===== src/rtl/gsm_uart_framer_if.sv =====
// +----------------------------------------------------------------------------+
// | gsm_uart_framer_if : slicer burst input and UART output bundle             |
// | Rev 1.0                                                                    |
// +----------------------------------------------------------------------------+
`default_nettype none

interface gsm_uart_framer_if;
    logic [7:0] pkt_data;
    logic       pkt_busy;
    logic       tx;
    logic       tx_busy;
    logic       frame_drop;

    modport master (
        output pkt_data,
        output pkt_busy,
        input  tx,
        input  tx_busy,
        input  frame_drop
    );

    modport slave (
        input  pkt_data,
        input  pkt_busy,
        output tx,
        output tx_busy,
        output frame_drop
    );
endinterface

`default_nettype wire


===== src/rtl/gsm_uart_framer.sv =====
// +----------------------------------------------------------------------------+
// | gsm_uart_framer : captures a slicer burst and sends it as an 8N1 UART frame|
// | Optional trailing XOR checksum byte: define UART_CHECKSUM_EN               |
// | Rev 1.0                                                                    |
// +----------------------------------------------------------------------------+
`default_nettype none

module gsm_uart_framer #(
    parameter int         CLKS_PER_BIT = 434,
    parameter int         SKIP         = 2,
    parameter int         PAYLOAD_LEN  = 9,
    parameter logic [7:0] HEADER       = 8'h7E
) (
    input  wire logic         clock,
    input  wire logic         reset_n,
    gsm_uart_framer_if.slave  bus
);

    localparam int                BT_W      = (CLKS_PER_BIT > 1) ? $clog2(CLKS_PER_BIT) : 1;
    localparam int                SK_W      = $clog2(SKIP + 1);
    localparam logic [BT_W-1:0]   BT_LAST   = BT_W'(CLKS_PER_BIT - 1);
    localparam logic [SK_W-1:0]   SKIP_LAST = SK_W'(SKIP - 1);
    localparam logic [3:0]        IDX_LAST  = 4'(PAYLOAD_LEN - 1);
`ifdef UART_CHECKSUM_EN
    localparam logic [3:0]        BYTE_LAST = 4'(PAYLOAD_LEN + 1);
`else
    localparam logic [3:0]        BYTE_LAST = 4'(PAYLOAD_LEN);
`endif

    typedef enum logic [1:0] {C_IDLE, C_SKIP, C_FILL, C_WAIT} cap_state_t;
    typedef enum logic [1:0] {T_IDLE, T_START, T_DATA, T_STOP} tx_state_t;

    cap_state_t       cap_q, cap_d;
    logic [SK_W-1:0]  skip_q, skip_d;
    logic [3:0]       idx_q, idx_d;
    logic             launch_q, launch_d;
    logic             drop_q, drop_d;

    tx_state_t        txs_q, txs_d;
    logic [BT_W-1:0]  bt_q, bt_d;
    logic [2:0]       bit_q, bit_d;
    logic [3:0]       byte_q, byte_d;
    logic [7:0]       shreg_q, shreg_d;
    logic             tx_q, tx_d;
    logic             busy_q, busy_d;

    logic [7:0]       buf_q [PAYLOAD_LEN];
    logic [7:0]       w_next_byte;
    logic             w_wr_en;
    logic             w_tx_done;
    logic             w_tx_blocked;

    assign w_wr_en      = (cap_q == C_FILL) && bus.pkt_busy;
    assign w_tx_done    = (txs_q == T_STOP) && (bt_q == BT_LAST) && (byte_q == BYTE_LAST);
    // The edge that ends the last stop bit is already free for a new burst.
    assign w_tx_blocked = busy_q && !w_tx_done;

    assign bus.tx         = tx_q;
    assign bus.tx_busy    = busy_q;
    assign bus.frame_drop = drop_q;

    always_comb begin
        cap_d    = cap_q;
        skip_d   = skip_q;
        idx_d    = idx_q;
        launch_d = 1'b0;
        drop_d   = 1'b0;
        case (cap_q)
            C_IDLE: begin
                if (bus.pkt_busy) begin
                    if (w_tx_blocked) begin
                        drop_d = 1'b1;
                        cap_d  = C_WAIT;
                    end else begin
                        skip_d = SK_W'(1);
                        cap_d  = C_SKIP;
                    end
                end
            end
            C_SKIP: begin
                if (!bus.pkt_busy) begin
                    drop_d = 1'b1;
                    cap_d  = C_IDLE;
                end else if (skip_q == SKIP_LAST) begin
                    idx_d = 4'd0;
                    cap_d = C_FILL;
                end else begin
                    skip_d = skip_q + SK_W'(1);
                end
            end
            C_FILL: begin
                if (!bus.pkt_busy) begin
                    drop_d = 1'b1;
                    cap_d  = C_IDLE;
                end else if (idx_q == IDX_LAST) begin
                    launch_d = 1'b1;
                    cap_d    = C_WAIT;
                end else begin
                    idx_d = idx_q + 4'd1;
                end
            end
            C_WAIT: begin
                if (!bus.pkt_busy) begin
                    cap_d = C_IDLE;
                end
            end
            default: cap_d = C_IDLE;
        endcase
    end

    always_ff @(posedge clock or negedge reset_n) begin
        if (!reset_n) begin
            cap_q    <= C_IDLE;
            skip_q   <= '0;
            idx_q    <= '0;
            launch_q <= 1'b0;
            drop_q   <= 1'b0;
        end else begin
            cap_q    <= cap_d;
            skip_q   <= skip_d;
            idx_q    <= idx_d;
            launch_q <= launch_d;
            drop_q   <= drop_d;
        end
    end

    // A partial burst can only overwrite leading entries; every launch follows a full refill.
    always_ff @(posedge clock or negedge reset_n) begin
        if (!reset_n) begin
            for (int i = 0; i < PAYLOAD_LEN; i++) begin
                buf_q[i] <= 8'h00;
            end
        end else if (w_wr_en) begin
            for (int i = 0; i < PAYLOAD_LEN; i++) begin
                if (idx_q == 4'(i)) begin
                    buf_q[i] <= bus.pkt_data;
                end
            end
        end
    end

`ifdef UART_CHECKSUM_EN
    logic [7:0] csum_q;

    always_ff @(posedge clock or negedge reset_n) begin
        if (!reset_n) begin
            csum_q <= 8'h00;
        end else if (w_wr_en) begin
            csum_q <= (idx_q == 4'd0) ? bus.pkt_data : (csum_q ^ bus.pkt_data);
        end
    end
`endif

    // Byte that follows frame position byte_q: payload entry byte_q, else the checksum.
    always_comb begin
`ifdef UART_CHECKSUM_EN
        w_next_byte = csum_q;
`else
        w_next_byte = 8'h00;
`endif
        for (int i = 0; i < PAYLOAD_LEN; i++) begin
            if (byte_q == 4'(i)) begin
                w_next_byte = buf_q[i];
            end
        end
    end

    always_comb begin
        txs_d   = txs_q;
        bt_d    = bt_q;
        bit_d   = bit_q;
        byte_d  = byte_q;
        shreg_d = shreg_q;
        tx_d    = tx_q;
        busy_d  = busy_q;
        case (txs_q)
            T_IDLE: begin
                tx_d = 1'b1;
                if (launch_q) begin
                    txs_d   = T_START;
                    bt_d    = '0;
                    byte_d  = 4'd0;
                    shreg_d = HEADER;
                    tx_d    = 1'b0;
                    busy_d  = 1'b1;
                end
            end
            T_START: begin
                if (bt_q == BT_LAST) begin
                    bt_d  = '0;
                    bit_d = 3'd0;
                    txs_d = T_DATA;
                    tx_d  = shreg_q[0];
                end else begin
                    bt_d = bt_q + BT_W'(1);
                end
            end
            T_DATA: begin
                if (bt_q == BT_LAST) begin
                    bt_d = '0;
                    if (bit_q == 3'd7) begin
                        txs_d = T_STOP;
                        tx_d  = 1'b1;
                    end else begin
                        bit_d   = bit_q + 3'd1;
                        shreg_d = {1'b0, shreg_q[7:1]};
                        tx_d    = shreg_q[1];
                    end
                end else begin
                    bt_d = bt_q + BT_W'(1);
                end
            end
            T_STOP: begin
                if (bt_q == BT_LAST) begin
                    bt_d = '0;
                    if (byte_q == BYTE_LAST) begin
                        txs_d  = T_IDLE;
                        busy_d = 1'b0;
                        tx_d   = 1'b1;
                    end else begin
                        byte_d  = byte_q + 4'd1;
                        shreg_d = w_next_byte;
                        txs_d   = T_START;
                        tx_d    = 1'b0;
                    end
                end else begin
                    bt_d = bt_q + BT_W'(1);
                end
            end
            default: txs_d = T_IDLE;
        endcase
    end

    always_ff @(posedge clock or negedge reset_n) begin
        if (!reset_n) begin
            txs_q   <= T_IDLE;
            bt_q    <= '0;
            bit_q   <= '0;
            byte_q  <= '0;
            shreg_q <= '0;
            tx_q    <= 1'b1;
            busy_q  <= 1'b0;
        end else begin
            txs_q   <= txs_d;
            bt_q    <= bt_d;
            bit_q   <= bit_d;
            byte_q  <= byte_d;
            shreg_q <= shreg_d;
            tx_q    <= tx_d;
            busy_q  <= busy_d;
        end
    end

endmodule

`default_nettype wire


===== src/flat_wrapper.sv =====
// flat-port wrapper written by rule: the top's interface ports become plain ports
module gsm_uart_framer_flat 
#(
    parameter int         CLKS_PER_BIT = 434,
    parameter int         SKIP         = 2,
    parameter int         PAYLOAD_LEN  = 9,
    parameter logic [7:0] HEADER       = 8'h7E
)
  (clock, reset_n, bus_pkt_data, bus_pkt_busy, bus_tx, bus_tx_busy, bus_frame_drop);
  gsm_uart_framer_if bus_i ();
  input  wire logic clock;
  input  wire logic reset_n;
  input wire logic [$bits(bus_i.pkt_data)-1:0] bus_pkt_data;
  input wire logic [$bits(bus_i.pkt_busy)-1:0] bus_pkt_busy;
  output wire logic [$bits(bus_i.tx)-1:0] bus_tx;
  output wire logic [$bits(bus_i.tx_busy)-1:0] bus_tx_busy;
  output wire logic [$bits(bus_i.frame_drop)-1:0] bus_frame_drop;
  assign bus_i.pkt_data = bus_pkt_data;
  assign bus_i.pkt_busy = bus_pkt_busy;
  assign bus_tx = bus_i.tx;
  assign bus_tx_busy = bus_i.tx_busy;
  assign bus_frame_drop = bus_i.frame_drop;
  gsm_uart_framer #(.CLKS_PER_BIT(CLKS_PER_BIT), .SKIP(SKIP), .PAYLOAD_LEN(PAYLOAD_LEN), .HEADER(HEADER)) u_core (.clock(clock), .reset_n(reset_n), .bus(bus_i));
endmodule

===== config.mk =====
export PLATFORM = sky130hd
export DESIGN_NAME = gsm_uart_framer_flat
export DESIGN_NICKNAME = d
export VERILOG_FILES = /design/src/rtl/gsm_uart_framer_if.sv /design/src/rtl/gsm_uart_framer.sv /design/src/flat_wrapper.sv
export SDC_FILE = /design/constraint.sdc
export NUM_CORES = 1
export LEC_CHECK = 0
export CORE_MARGIN = 3
export CORE_UTILIZATION = 62
export DETAILED_ROUTE_END_ITERATION = 8
export PLACE_DENSITY = 0.8
export SLEW_MARGIN = 20
export SYNTH_ARGS = -nofsm -noshare
export SYNTH_HDL_FRONTEND = slang
export SYNTH_SLANG_ARGS = --single-unit

===== constraint.sdc =====
create_clock -name clock -period 2.7 [get_ports clock]
set_input_delay 0.27 -clock clock [delete_from_list [all_inputs] [get_ports clock]]
set_output_delay 0.27 -clock clock [all_outputs]
set_load 0.02 [all_outputs]

Word level (Yosys, flattened, before mapping)
Cells that the tools add are included.
{"block": "op_classes", "add_sub_neg": 5, "eq_ne": 44, "mux": 69, "n_reduce_logical": 34}
{"op": "8-bit two-way mux", "n": 14}
{"op": "4-bit by 3-bit equality test with 1-bit output (second input constant)", "n": 8}
{"op": "2-bit two-way mux", "n": 16}
{"op": "4-bit two-way mux", "n": 7}
{"op": "8-bit case mux with 3 select lines", "n": 1}
{"op": "2-bit != test (second input constant)", "n": 11}
{"op": "9-bit two-way mux", "n": 2}
{"op": "9-bit case mux with 2 select lines", "n": 1}
{"op": "2-bit AND reduction", "n": 9}
{"op": "4-bit by 2-bit equality test with 1-bit output (second input constant)", "n": 4}
{"op": "1-bit two-way mux", "n": 16}
{"op": "2-bit case mux with 4 select lines", "n": 2}
{"op": "4-bit case mux with 2 select lines", "n": 2}
{"op": "4-bit AND reduction", "n": 4}
{"op": "5-bit AND reduction", "n": 3}
{"op": "4-bit equality test (second input constant)", "n": 3}
{"op": "2-bit by 1-bit != test with 1-bit output (second input constant)", "n": 5}
{"op": "9-bit by 1-bit adder with 9-bit output (second input constant)", "n": 1}
{"op": "9-bit equality test (second input constant)", "n": 1}
{"op": "3-bit two-way mux", "n": 3}
{"op": "4-bit by 1-bit adder with 4-bit output (second input constant)", "n": 2}
{"op": "2-bit equality test (second input constant)", "n": 4}
{"op": "4-bit by 1-bit equality test with 1-bit output (second input constant)", "n": 2}
{"op": "4-bit zero test", "n": 2}
{"op": "19 further kinds", "n": 29}
{"block": "totals", "regBits": 110, "input_bits": 11, "output_inout_bits": 3, "word_cells": 173}

Depth between registers and ports, before layout
Gate-level depths: netlist (run 1).
{"block": "logic_depth", "word_depth": 13, "depth_mapped": 10, "mapped_depth_nobuf": 7}

Worst setup path after synthesis (run 1)
No wires, ideal clock.
{"block": "synth_path", "path_kind": "reg2reg", "startpoint": "register u_core.txs_q[0]", "endpoint": "register u_core.shreg_q[1]", "setup_time_ps": 121, "arrival_ps": 2061, "t_required_ps": 2579, "slack_ps": 518, "path_stages_with_launch": 10, "n_path_buf": 3, "period_less_slack_ps": 2182, "path_cell_list": "dfrtp_1 -> inv_1 -> ha_1 -> nor2b_1 -> buf_2 -> a211o_1 -> or3_1 -> buf_6 -> buf_6 -> a22o_1"}
{"block": "synth_via", "elab_chain_len": 3, "elab_cells_between_ends": 11, "classes_between": "eq/ne (7); mux (1); reduce/logical (3)"}
{"item": "from (decl)", "line_no": "gsm_uart_framer.sv:39", "rtl": "tx_state_t txs_q, txs_d;"}
{"item": "from (signal assigned)", "line_no": "gsm_uart_framer.sv:244", "rtl": "txs_q <= txs_d;"}
{"item": "2-bit equality test or 2-bit zero test (tied branches)", "line_no": "gsm_uart_framer.sv:176", "rtl": "case (txs_q)"}
{"item": "2-bit != test (no line) (tied with other cells)"}
{"item": "6-bit AND reduction (no line)"}
{"item": "to (signal assigned)", "line_no": "gsm_uart_framer.sv:248", "rtl": "shreg_q <= shreg_d;"}
{"item": "to (decl)", "line_no": "gsm_uart_framer.sv:43", "rtl": "logic [7:0] shreg_q, shreg_d;"}
Several ways; a longest one is shown, not always the timed one.
A chain may end at the register's enable or synchronous reset.

Final worst setup path (run 1)
{"block": "layout_path", "startpoint": "register u_core.txs_q[1]", "endpoint": "register u_core.shreg_q[5]"}
Same word-level chain as after synthesis.

==> results.py, run 1 <==
metrics = {
    "timing": {
        "period_share": 0.911,
        "setup_tns_ns": 0,
        "finalSetupViolCount": 0,
        "rsz0062_at_grt": "no",
        "drv_slew": 0,
        "holdWs_ns": 0.478,
        "finClkSkew_ns": 0.00794,
        "hold_viol": 0,
        "max_slew.worst_pin.slew_ns": 0.716,
        "fmax_mhz": 406,
        "post-route-min-period_ns": 2.46,
        "relSlewSlack": 0.521,
    },
    "synthesis": {
        "yosys.area.top_type": "dfrtp_1",
        "ys.flop_type": "dfrtp_1",
        "seq_area_frac_synth": 0.492,
        "ys_top_cells_by_count": "dfrtp_1 (109), mux2_2 (65), nor2_1 (38)",
        "synth-edff-count": 0,
        "ys_types": 58,
        "yosysWarningCount": 0,
        "synthCells": 500,
        "ys_top_cells_by_area": "dfrtp_1 (49%), mux2_2 (13%), ha_1 (5.1%)",
        "synth_top_area_share": 0.487,
        "syn-num-nets": 534,
        "syn-cell-area_sq_um": 5600,
        "synth-seq-cells": 110,
        "synth_most_common_cell": "dfrtp_1",
        "postSynthAreaPerCell_sq_um": 11.2,
        "synthArstFlopShare": 1.00,
    },
    "critical_path": {
        "cp.buffers_inverters": 1,
        "path_class": "flip-flop to flip-flop",
        "arrival_ns": 2.73,
        "critical_path.cell_chain": "inv_1, ha_1, nor2b_1, a211o_1, or3_1, a21oi_1, a22o_1",
        "reg2reg_depth": 7,
        "cp_max_fo": 16,
        "start_kind": "flip-flop",
        "crit_slowest_cell": "or3_1",
        "end_kind": "flip-flop",
        "crit_family": "simple AND/OR/NAND/NOR gates",
        "cp.depth": 7,
        "critPathRequiredTime_ns": 2.97,
        "cp_slowest_stage_delay_ns": 0.47,
    },
    "clock_network": {
        "post_cts_buffers": 0,
        "clock_sinks": 110,
        "cts-root-buf": "clkbuf_8",
        "cts_tree": "yes",
        "htree_levels": 3,
        "cts_buffers": 9,
        "clock_path_buffers": 2,
        "clk-insertion-delay-late_ns": 0.37,
        "path_clk_slew_ns": 0.10,
    },
    "global_route": {
        "grt_overflow_total": 0,
        "globalRouteTotalUtil": 0.247,
        "grt_antenna_before_repair": 0,
        "grt_max_degree": 54,
        "grt_pass1_wl_mm": 20.0,
        "grt_pass1_vias": 4002,
    },
    "drt": {
        "met1_length_mm": 5.33,
        "wl_met3_um": 475,
        "avgViaCountPerCell": 6.36,
        "via_count": 3975,
        "wl_mm": 11.7,
        "dr_wl_met2_mm": 5.75,
        "firstDrtPassIters": 6,
        "antenna_left": 0,
        "wl_per_cell_um": 18.8,
        "highest_layer": "met4",
        "first_iter_violations": 256,
        "post-route-drc-count": 0,
    },
    "pwr": {
        "p_leak_nw": 2.82,
        "p_sw_mw": 1.84,
        "cellInternalPower_mw": 3.33,
        "pwr-share-comb": 0.347,
        "ir_drop_mv": 0.441,
        "seqPwrFrac": 0.454,
        "clock_power_share": 0.200,
        "powerDensity_nw_per_um2": 854,
        "swShare": 0.356,
    },
    "floorplan": {
        "die_w_um": 101,
        "coreArea_sq_um": 8760,
        "die_h_um": 101,
        "start_util": 0.639,
        "rows": 34,
        "die_area_sq_um": 10200,
        "ioPinCount": 14,
    },
    "layout": {
        "final.fill_count": 651,
        "multi_input_area_sq_um": 2660,
        "drive_gt1_frac": 0.197,
        "seq_area_sq_um": 2750,
        "final_cells": 625,
        "post-route-util": 0.691,
        "num-nets-final": 546,
        "syn_to_final_growth_pct": 8.11,
        "antenna_cells": 0,
    },
    "placed_design": {
        "place_inst": 608,
        "gp_congestion": 0.843,
        "dp_hpwl_mm": 8.29,
        "io_buffers": 13,
    },
    "worst_hold_path": {
        "hold_path_class": "primary input to async pin",
    },
    "run_status": {
        "status": "finished, final reports clean",
    },
    "flow_run": {
        "drv_cap": 0,
    },
}
[routing by layer]
| layer | GRT usage | vias to the layer above |
|---|---|---|
| met3 | 0.0478 | 13 |
| met4 | 0.0726 | 0 |
| met5 | 0 | - |
| met2 | 0.400 | 102 |
| met1 | 0.339 | 2005 |
| li1 | - | 1855 |
[flip-flops by register name, indices dropped and copies added, names as in the netlist, 2 cells and up]
signal / count
u_core.byte_q: 4
u_core.buf_q: 72
u_core.txs_q: 2
u_core.idx_q: 4
u_core.shreg_q: 8
u_core.skip_q: 2
u_core.cap_q: 2
u_core.bit_q: 3
u_core.bt_q: 9
[power by group through the flow]
stage | clock (mW) | sequential, mW | combinational (mW)
floorplan | 0 | 2.30 | 1.40
global placement | 0 | 2.34 | 1.68
detailed placement | 0 | 2.37 | 1.78
CTS | 1.05 | 2.34 | 1.79
global route | 1.13 | 2.39 | 1.99
finish | 1.03 | 2.35 | 1.79
[final cells by class]
class,instances,area share
inverters,17,0.0105
clock inverters,6,0.0132
well taps,108,0.0223
flip-flops and latches,110,0.455
clock buffers,10,0.0211
repair buffers,25,0.0384
multi-input cells,349,0.440
[logic make-up after synthesis]
kind of cell | count (synthesis) | synth area share
and+or+nand+nor | 139 | 0.129
adders and majority gates | 23 | 0.0514
AOI/OAI and AO/OA | 102 | 0.128
buffers and inverters | 41 | 0.0330
muxes | 76 | 0.152
DFF | 110 | 0.492
xor gates and xnor gates | 9 | 0.0141
[cells in the final DEF, fill, tap and decap left out, drive strengths merged, types with 2 or more instances in the layout]
| cell type | n |
|---|---|
| a211o | 3 |
| xor2 | 6 |
| o21ai | 24 |
| nand4 | 4 |
| o41ai | 2 |
| clkbuf | 10 |
| o22ai | 3 |
| nand2 | 26 |
| clkinv | 2 |
| mux2 | 74 |
| and2 | 3 |
| nand2b | 3 |
| a22o | 13 |
| inv | 19 |
| a22oi | 6 |
| nand3b | 2 |
| xnor2 | 3 |
| clkdlybuf4s50 | 12 |
| a31oi | 2 |
| nor2b | 7 |
| nor4 | 3 |
| buf | 12 |
| nor3b | 4 |
| mux2i | 2 |
| nand3 | 12 |
| dfrtp | 109 |
| ha | 23 |
| and4b | 3 |
| nor4b | 3 |
| a21o | 3 |
| a221oi | 17 |
| a21oi | 20 |
| nor3 | 18 |
| or3 | 8 |
| nor2 | 38 |
[timing repair]
action,4_1_cts,5_1_grt
hold buffers,1,0
gates resized for setup,0,0
hold endpoints to repair,51,0
[path summary, 6_finish.rpt]
| kind | from | to | slack [ns] |
|---|---|---|---|
| min in group clock | u_core.buf_q[56]$_DFFE_PN0P_ | u_core.buf_q[56]$_DFFE_PN0P_ | 0.51 |
| hold reg to reg | u_core.buf_q[56]$_DFFE_PN0P_ | u_core.buf_q[56]$_DFFE_PN0P_ | 0.51 |
| setup reg to reg | u_core.txs_q[1]$_DFFE_PN0P_ | u_core.shreg_q[5]$_DFFE_PN0P_ | 0.24 |
| max in group asynchronous | reset_n | u_core.buf_q[69]$_DFFE_PN0P_ | 1.51 |
| setup / recovery | u_core.txs_q[1]$_DFFE_PN0P_ | u_core.shreg_q[5]$_DFFE_PN0P_ | 0.24 |
| hold / removal | reset_n | u_core.byte_q[3]$_DFFE_PN0P_ | 0.48 |
[stage by stage]
stage / worst slack [ns] / power [mW] / cell area (sq um)
finish: 0.240 / 5.17 / 6060
global route: 0.0584 / 5.51 / 6060
CTS: 0.265 / 5.19 / 6060
detailed placement: 0.295 / 4.15 / 5840
global placement: 0.444 / 4.02 / 5840
floorplan: 0.518 / 3.69 / 5600
Note: power is estimated with default switching activity, not from simulation.
==> run 2: changes to the inputs <==
--- a/config.mk
+++ b/config.mk
@@ -6,9 +6,11 @@
 export NUM_CORES = 1
 export LEC_CHECK = 0
 export CORE_MARGIN = 3
-export CORE_UTILIZATION = 62
+export CORE_UTILIZATION = 64
+export CTS_BUF_LIST = sky130_fd_sc_hd__clkbuf_4
+export CTS_CLUSTER_DIAMETER = 60
 export DETAILED_ROUTE_END_ITERATION = 8
-export PLACE_DENSITY = 0.8
+export PLACE_DENSITY = 0.82
 export SLEW_MARGIN = 20
 export SYNTH_ARGS = -nofsm -noshare
 export SYNTH_HDL_FRONTEND = slang
==> results.py, run 2 (synthesis gave the netlist of run 1 again) <==
metrics = {
    "pwr": {
        "p_total_mw": 4.91,
        "cellInternalPower_mw": 3.10,
        "pwr-share-comb": 0.361,
        "swShare": 0.367,
        "p_sw_mw": 1.80,
        "clock_power_share": 0.161,
        "powerDensity_nw_per_um2": 821,
        "p_leak_nw": 2.80,
        "ir_drop_mv": 0.469,
        "seqPwrFrac": 0.478,
    },
    "clock_network": {
        "cts-root-buf": "clkbuf_4",
        "htree_levels": 3,
        "cts_buffers": 9,
        "clock_path_buffers": 2,
        "cts_tree": "yes",
        "path_clk_slew_ns": 0.18,
        "clk-insertion-delay-late_ns": 0.47,
        "post_cts_buffers": 0,
        "clock_sinks": 110,
        "ctsHoldBuffers": 1,
        "cts_resized": 0,
    },
    "floorplan": {
        "die_h_um": 99.6,
        "rows": 33,
        "coreArea_sq_um": 8340,
        "start_util": 0.672,
        "die_w_um": 99.6,
        "ioPinCount": 14,
        "die_area_sq_um": 9910,
    },
    "placed_design": {
        "place_inst": 606,
        "io_buffers": 13,
        "dp_hpwl_mm": 8.08,
        "gp_congestion": 0.839,
    },
    "timing": {
        "period_share": 0.913,
        "relSlewSlack": 0.512,
        "finalSetupViolCount": 0,
        "fmax_mhz": 406,
        "setup_tns_ns": 0,
        "holdWs_ns": 0.342,
        "drv_slew": 0,
        "finClkSkew_ns": 0.0258,
        "post-route-min-period_ns": 2.46,
        "max_slew.worst_pin.slew_ns": 0.727,
        "rsz0062_at_grt": "no",
        "hold_viol": 0,
    },
    "layout": {
        "seq_area_sq_um": 2750,
        "antenna_cells": 0,
        "final_cell_mix": "dfrtp_1 (109), mux2_2 (65), nor2_1 (38)",
        "reg_top3": "u_core.buf_q (72), u_core.bt_q (9), u_core.shreg_q (8)",
        "drive_gt1_frac": 0.201,
        "multi_input_area_sq_um": 2660,
        "final_common_cell": "dfrtp_1",
        "post-route-util": 0.717,
        "top_register": "u_core.buf_q",
        "largest_register_ffs": 72,
        "syn_to_final_growth_pct": 6.68,
        "final_cells": 623,
        "final.fill_count": 587,
        "num-nets-final": 547,
    },
    "drt": {
        "firstDrtPassIters": 5,
        "via_count": 3943,
        "avgViaCountPerCell": 6.33,
        "antenna_left": 0,
        "first_iter_violations": 282,
        "wl_per_cell_um": 18.4,
        "post-route-drc-count": 0,
        "wl_mm": 11.4,
    },
    "critical_path": {
        "crit_end": "u_core.shreg_q[4]$_DFFE_PN0P_",
        "reg2reg_depth": 7,
        "cp_slowest_stage_delay_ns": 0.60,
        "rr_startpoint": "u_core.txs_q[0]$_DFFE_PN0P_",
        "path_class": "flip-flop to flip-flop",
        "cp_max_fo": 16,
        "arrival_ns": 2.87,
        "crit_top_cell": "a21oi_1",
        "startpoint": "u_core.txs_q[0]$_DFFE_PN0P_",
        "r2r_slack_ns": 0.24,
        "start_kind": "flip-flop",
        "crit_slowest_cell": "or3_1",
        "critPathRequiredTime_ns": 3.10,
        "critical_path.cell_chain": "inv_1, ha_1, nor2_1, a21oi_1, or3_1, a21oi_1, a22o_1",
        "timing.rr.end": "u_core.shreg_q[4]$_DFFE_PN0P_",
        "end_kind": "flip-flop",
    },
    "global_route": {
        "grt_antenna_before_repair": 0,
        "grt_max_degree": 52,
        "globalRouteTotalUtil": 0.246,
        "grt_pass1_wl_mm": 19.3,
        "grt_overflow_total": 0,
        "grt_pass1_vias": 3977,
    },
    "worst_hold_path": {
        "hold_path_class": "primary input to async pin",
    },
    "run_status": {
        "status": "finished, final reports clean",
    },
    "flow_run": {
        "drv_cap": 0,
    },
}
## run 2: power by group through the flow
stage / combinational (mW) / sequential [mW] / clock [mW]
global placement: 1.68 / 2.34 / 0
finish: 1.77 / 2.34 / 0.792
detailed placement: 1.76 / 2.36 / 0
floorplan: 1.40 / 2.30 / 0
CTS: 1.76 / 2.33 / 0.813
global route: 1.98 / 2.39 / 0.865
## run 2: cell type report
cell class | count | share of cell area
Inverter | 17 | 0.0107
Clock inverter | 6 | 0.0103
Clock buffer | 10 | 0.0126
Sequential cell | 110 | 0.461
Timing Repair Buffer | 26 | 0.0381
Multi-Input combinational cell | 349 | 0.446
Tap cell | 105 | 0.0220
## run 2: worst min-delay path by stage
stage | start | endpoint | slack, ns | cells past startpoint
3_3_place_gp | reset_n | u_core.bit_q[0]$_DFFE_PN0P_ | 0.34 | 1
6_report | reset_n | u_core.bus.frame_drop$_DFF_PN0_ | 0.34 | 2
4_1_cts | reset_n | u_core.bt_q[4]$_DFFE_PN0N_ | 0.35 | 2
3_5_place_dp | reset_n | u_core.byte_q[3]$_DFFE_PN0P_ | 0.34 | 1
5_1_grt | reset_n | u_core.buf_q[46]$_DFFE_PN0P_ | 0.37 | 2
2_1_floorplan | reset_n | u_core.bit_q[0]$_DFFE_PN0P_ | -0.03 | 0
## run 2: worst max-delay path: cells and delay by family, from the launching register on
family	cells	cell delay, ns
and+or+nand+nor	2	0.99
DFF	1	0.50
buffers and inverters	1	0.12
adders and majority gates	1	0.34
AOI/OAI and AO/OA	3	0.47
## run 2: layer usage
metal,part of all wire,vias up,global-route usage
met1,0.46,1990,0.335
met2,0.49,76,0.403
met4,0.018,0,0.0819
met3,0.033,18,0.0407
li1,-,1859,-
met5,0,-,0
## run 2: stage by stage
| step | instance area (sq um) | setup WS, ns |
|---|---|---|
| 5_1_grt | 5980 | 0.00850 |
| 6_report | 5980 | 0.235 |
| 2_1_floorplan | 5600 | 0.518 |
| 4_1_cts | 5980 | 0.260 |
| 3_5_place_dp | 5830 | 0.325 |
| 3_3_place_gp | 5830 | 0.444 |
==> run 3: changes to the inputs <==
--- a/config.mk
+++ b/config.mk
@@ -6,11 +6,11 @@
 export NUM_CORES = 1
 export LEC_CHECK = 0
 export CORE_MARGIN = 3
-export CORE_UTILIZATION = 64
+export CORE_UTILIZATION = 45
 export CTS_BUF_LIST = sky130_fd_sc_hd__clkbuf_4
 export CTS_CLUSTER_DIAMETER = 60
 export DETAILED_ROUTE_END_ITERATION = 8
-export PLACE_DENSITY = 0.82
+export PLACE_DENSITY_LB_ADDON = 0.25
 export SLEW_MARGIN = 20
 export SYNTH_ARGS = -nofsm -noshare
 export SYNTH_HDL_FRONTEND = slang
==> constraint.sdc (replaced) <==
create_clock -name clock -period 2.7 [get_ports clock]
set_input_delay 0.54 -clock clock [delete_from_list [all_inputs] [get_ports clock]]
set_output_delay 0.54 -clock clock [all_outputs]
set_load 0.02 [all_outputs]
==> results.py, run 3 (synthesis gave the netlist of run 1 again) <==
metrics = {
    "global_route": {
        "grt_overflow_total": 0,
        "met3_usage": 0.0380,
        "grt_pass1_wl_mm": 19.8,
        "use_met1": 0.240,
        "grt_max_degree": 50,
        "top_usage_layer": "met2",
        "grt_antenna_before_repair": 0,
        "grt_pass1_vias": 3841,
        "globalRouteTotalUtil": 0.177,
        "use_met2": 0.290,
    },
    "layout": {
        "top_register": "u_core.buf_q",
        "drive_gt1_frac": 0.199,
        "num-nets-final": 549,
        "largest_register_ffs": 72,
        "reg_top3": "u_core.buf_q (72), u_core.bt_q (9), u_core.shreg_q (8)",
        "postLayoutCellArea_sq_um": 6050,
        "antenna_cells": 0,
        "syn_to_final_growth_pct": 7.99,
        "final_cell_mix": "dfrtp_1 (109), mux2_2 (65), nor2_1 (38)",
        "final_common_cell": "dfrtp_1",
    },
    "critical_path": {
        "r2r_slack_ns": 0.28,
        "cp.buffers_inverters": 1,
        "crit_family": "simple AND/OR/NAND/NOR gates",
        "cp_max_fo": 16,
        "timing.rr.end": "u_core.shreg_q[6]$_DFFE_PN0P_",
        "end_kind": "flip-flop",
        "path_class": "flip-flop to flip-flop",
        "start_kind": "flip-flop",
        "cp_slowest_stage_delay_ns": 0.61,
        "arrival_ns": 2.80,
        "critPathRequiredTime_ns": 3.08,
        "rr_startpoint": "u_core.txs_q[0]$_DFFE_PN0P_",
        "critical_path.cell_chain": "inv_1, ha_1, nor2_1, a21oi_1, or3_1, a22o_1",
        "reg2reg_depth": 6,
        "crit_slowest_cell": "or3_1",
    },
    "drt": {
        "via_count": 3814,
        "wl_mm": 11.6,
        "antenna_left": 0,
        "firstDrtPassIters": 4,
        "avgViaCountPerCell": 5.56,
        "first_iter_violations": 266,
        "wl_per_cell_um": 16.9,
        "post-route-drc-count": 0,
    },
    "flow_run": {
        "drv_cap": 0,
    },
    "timing": {
        "setup_tns_ns": 0,
        "fmax_mhz": 414,
        "finClkSkew_ns": 0.0194,
        "drv_slew": 0,
        "rsz0062_at_grt": "no",
        "period_share": 0.894,
        "finalSetupViolCount": 0,
        "hold_viol": 0,
        "post-route-min-period_ns": 2.42,
        "max_slew.worst_pin.slew_ns": 0.547,
        "relSlewSlack": 0.635,
    },
    "floorplan": {
        "die_w_um": 118,
        "coreArea_sq_um": 12100,
        "die_area_sq_um": 13800,
        "ioPinCount": 14,
        "start_util": 0.463,
        "die_h_um": 118,
        "rows": 40,
    },
    "clock_network": {
        "clock_path_buffers": 2,
        "clk-insertion-delay-late_ns": 0.48,
        "cts_buffers": 9,
        "path_clk_slew_ns": 0.15,
        "cts_tree": "yes",
        "clock_sinks": 110,
        "cts_resized": 0,
        "cts-root-buf": "clkbuf_4",
        "htree_levels": 3,
    },
    "worst_hold_path": {
        "holdPathStages": 1,
        "hold_path_class": "flip-flop to flip-flop",
        "worst_hold_startpoint": "u_core.buf_q[60]$_DFFE_PN0P_",
        "min_to": "u_core.buf_q[60]$_DFFE_PN0P_",
    },
    "run_status": {
        "status": "finished, final reports clean",
    },
    "pwr": {
        "ir_drop_mv": 0.425,
        "powerDensity_nw_per_um2": 799,
        "p_leak_nw": 2.79,
    },
    "placed_design": {
        "dp_hpwl_mm": 8.36,
        "gp_congestion": 0.794,
        "io_buffers": 13,
        "place_area_sq_um": 5940,
    },
}
run 3: cell types whose count changed in the layout (fill, tap and decap cells not counted):
cell	change
clkinv_4	-1
clkinvlp_4	+1
clkinv_1	+1
clkbuf_4	-1
clkinv_8	-1
inv_8	-1
buf_12	+1
buf_4	+1
run 3: how the worst max path moves through the flow:
stage | from | end | slack, ns | cells after the start
global placement | u_core.txs_q[0]$_DFFE_PN0P_ | u_core.shreg_q[2]$_DFFE_PN0P_ | 0.30 | 6
detailed placement | u_core.txs_q[0]$_DFFE_PN0P_ | u_core.shreg_q[6]$_DFFE_PN0P_ | 0.28 | 6
floorplan | u_core.txs_q[0]$_DFFE_PN0P_ | u_core.shreg_q[1]$_DFFE_PN0P_ | 0.52 | 9
CTS | u_core.txs_q[0]$_DFFE_PN0P_ | u_core.shreg_q[6]$_DFFE_PN0P_ | 0.27 | 6
global route | u_core.txs_q[0]$_DFFE_PN0P_ | u_core.shreg_q[5]$_DFFE_PN0P_ | 0.10 | 7
finish | u_core.txs_q[0]$_DFFE_PN0P_ | u_core.shreg_q[6]$_DFFE_PN0P_ | 0.28 | 6
run 3: repair_timing:
item,in CTS,in global routing
hold endpoints to repair,10,0
hold buffers,1,0
buffers inserted,0,0
run 3: cell type report:
| type | count | area, sq um |
|---|---|---|
| timing repair buffer | 28 | 255 |
| clock inverter | 5 | 36.3 |
| tap | 168 | 210 |
| clock buffer | 9 | 67.6 |
| sequential | 110 | 2750 |
| inverter | 17 | 63.8 |
| multi-input combinational | 349 | 2660 |
| fill | 1159 | 6060 |
run 3: worst register-to-register path: stages (launching register included):
cell     delay (ns)
dfrtp_1        0.50
inv_1          0.12
ha_1           0.33
nor2_1         0.37
a21oi_1        0.08
or3_1          0.61
a22o_1         0.33
run 3: layer usage:
layer / vias to the layer above / routed length, um
li1: 1861 / -
met1: 1889 / 5610
met2: 53 / 5530
met3: 11 / 316
met4: 0 / 147
met5: - / 0
run 3: per-stage QoR:
| stage | cells | utilization | hold slack [ns] | total power, mW | worst slack [ns] |
|---|---|---|---|---|---|
| 2_1_floorplan | 500 | - | 0.244 | 3.69 | 0.518 |
| 3_3_place_gp | 671 | 0.490 | 0.470 | 4.06 | 0.304 |
| 3_5_place_dp | 671 | 0.490 | 0.478 | 4.14 | 0.278 |
| 6_report | 686 | 0.500 | 0.513 | 4.84 | 0.285 |
| 5_1_grt | 686 | 0.500 | 0.536 | 5.20 | 0.105 |
| 4_1_cts | 686 | 0.500 | 0.516 | 4.87 | 0.269 |
run 3: power breakdown:
part	switching (mW)	total (mW)	internal, mW
Clock	0.539	0.722	0.183
Sequential	0.272	2.34	2.06
Combinational	0.953	1.78	0.825
Total	1.76	4.84	3.07
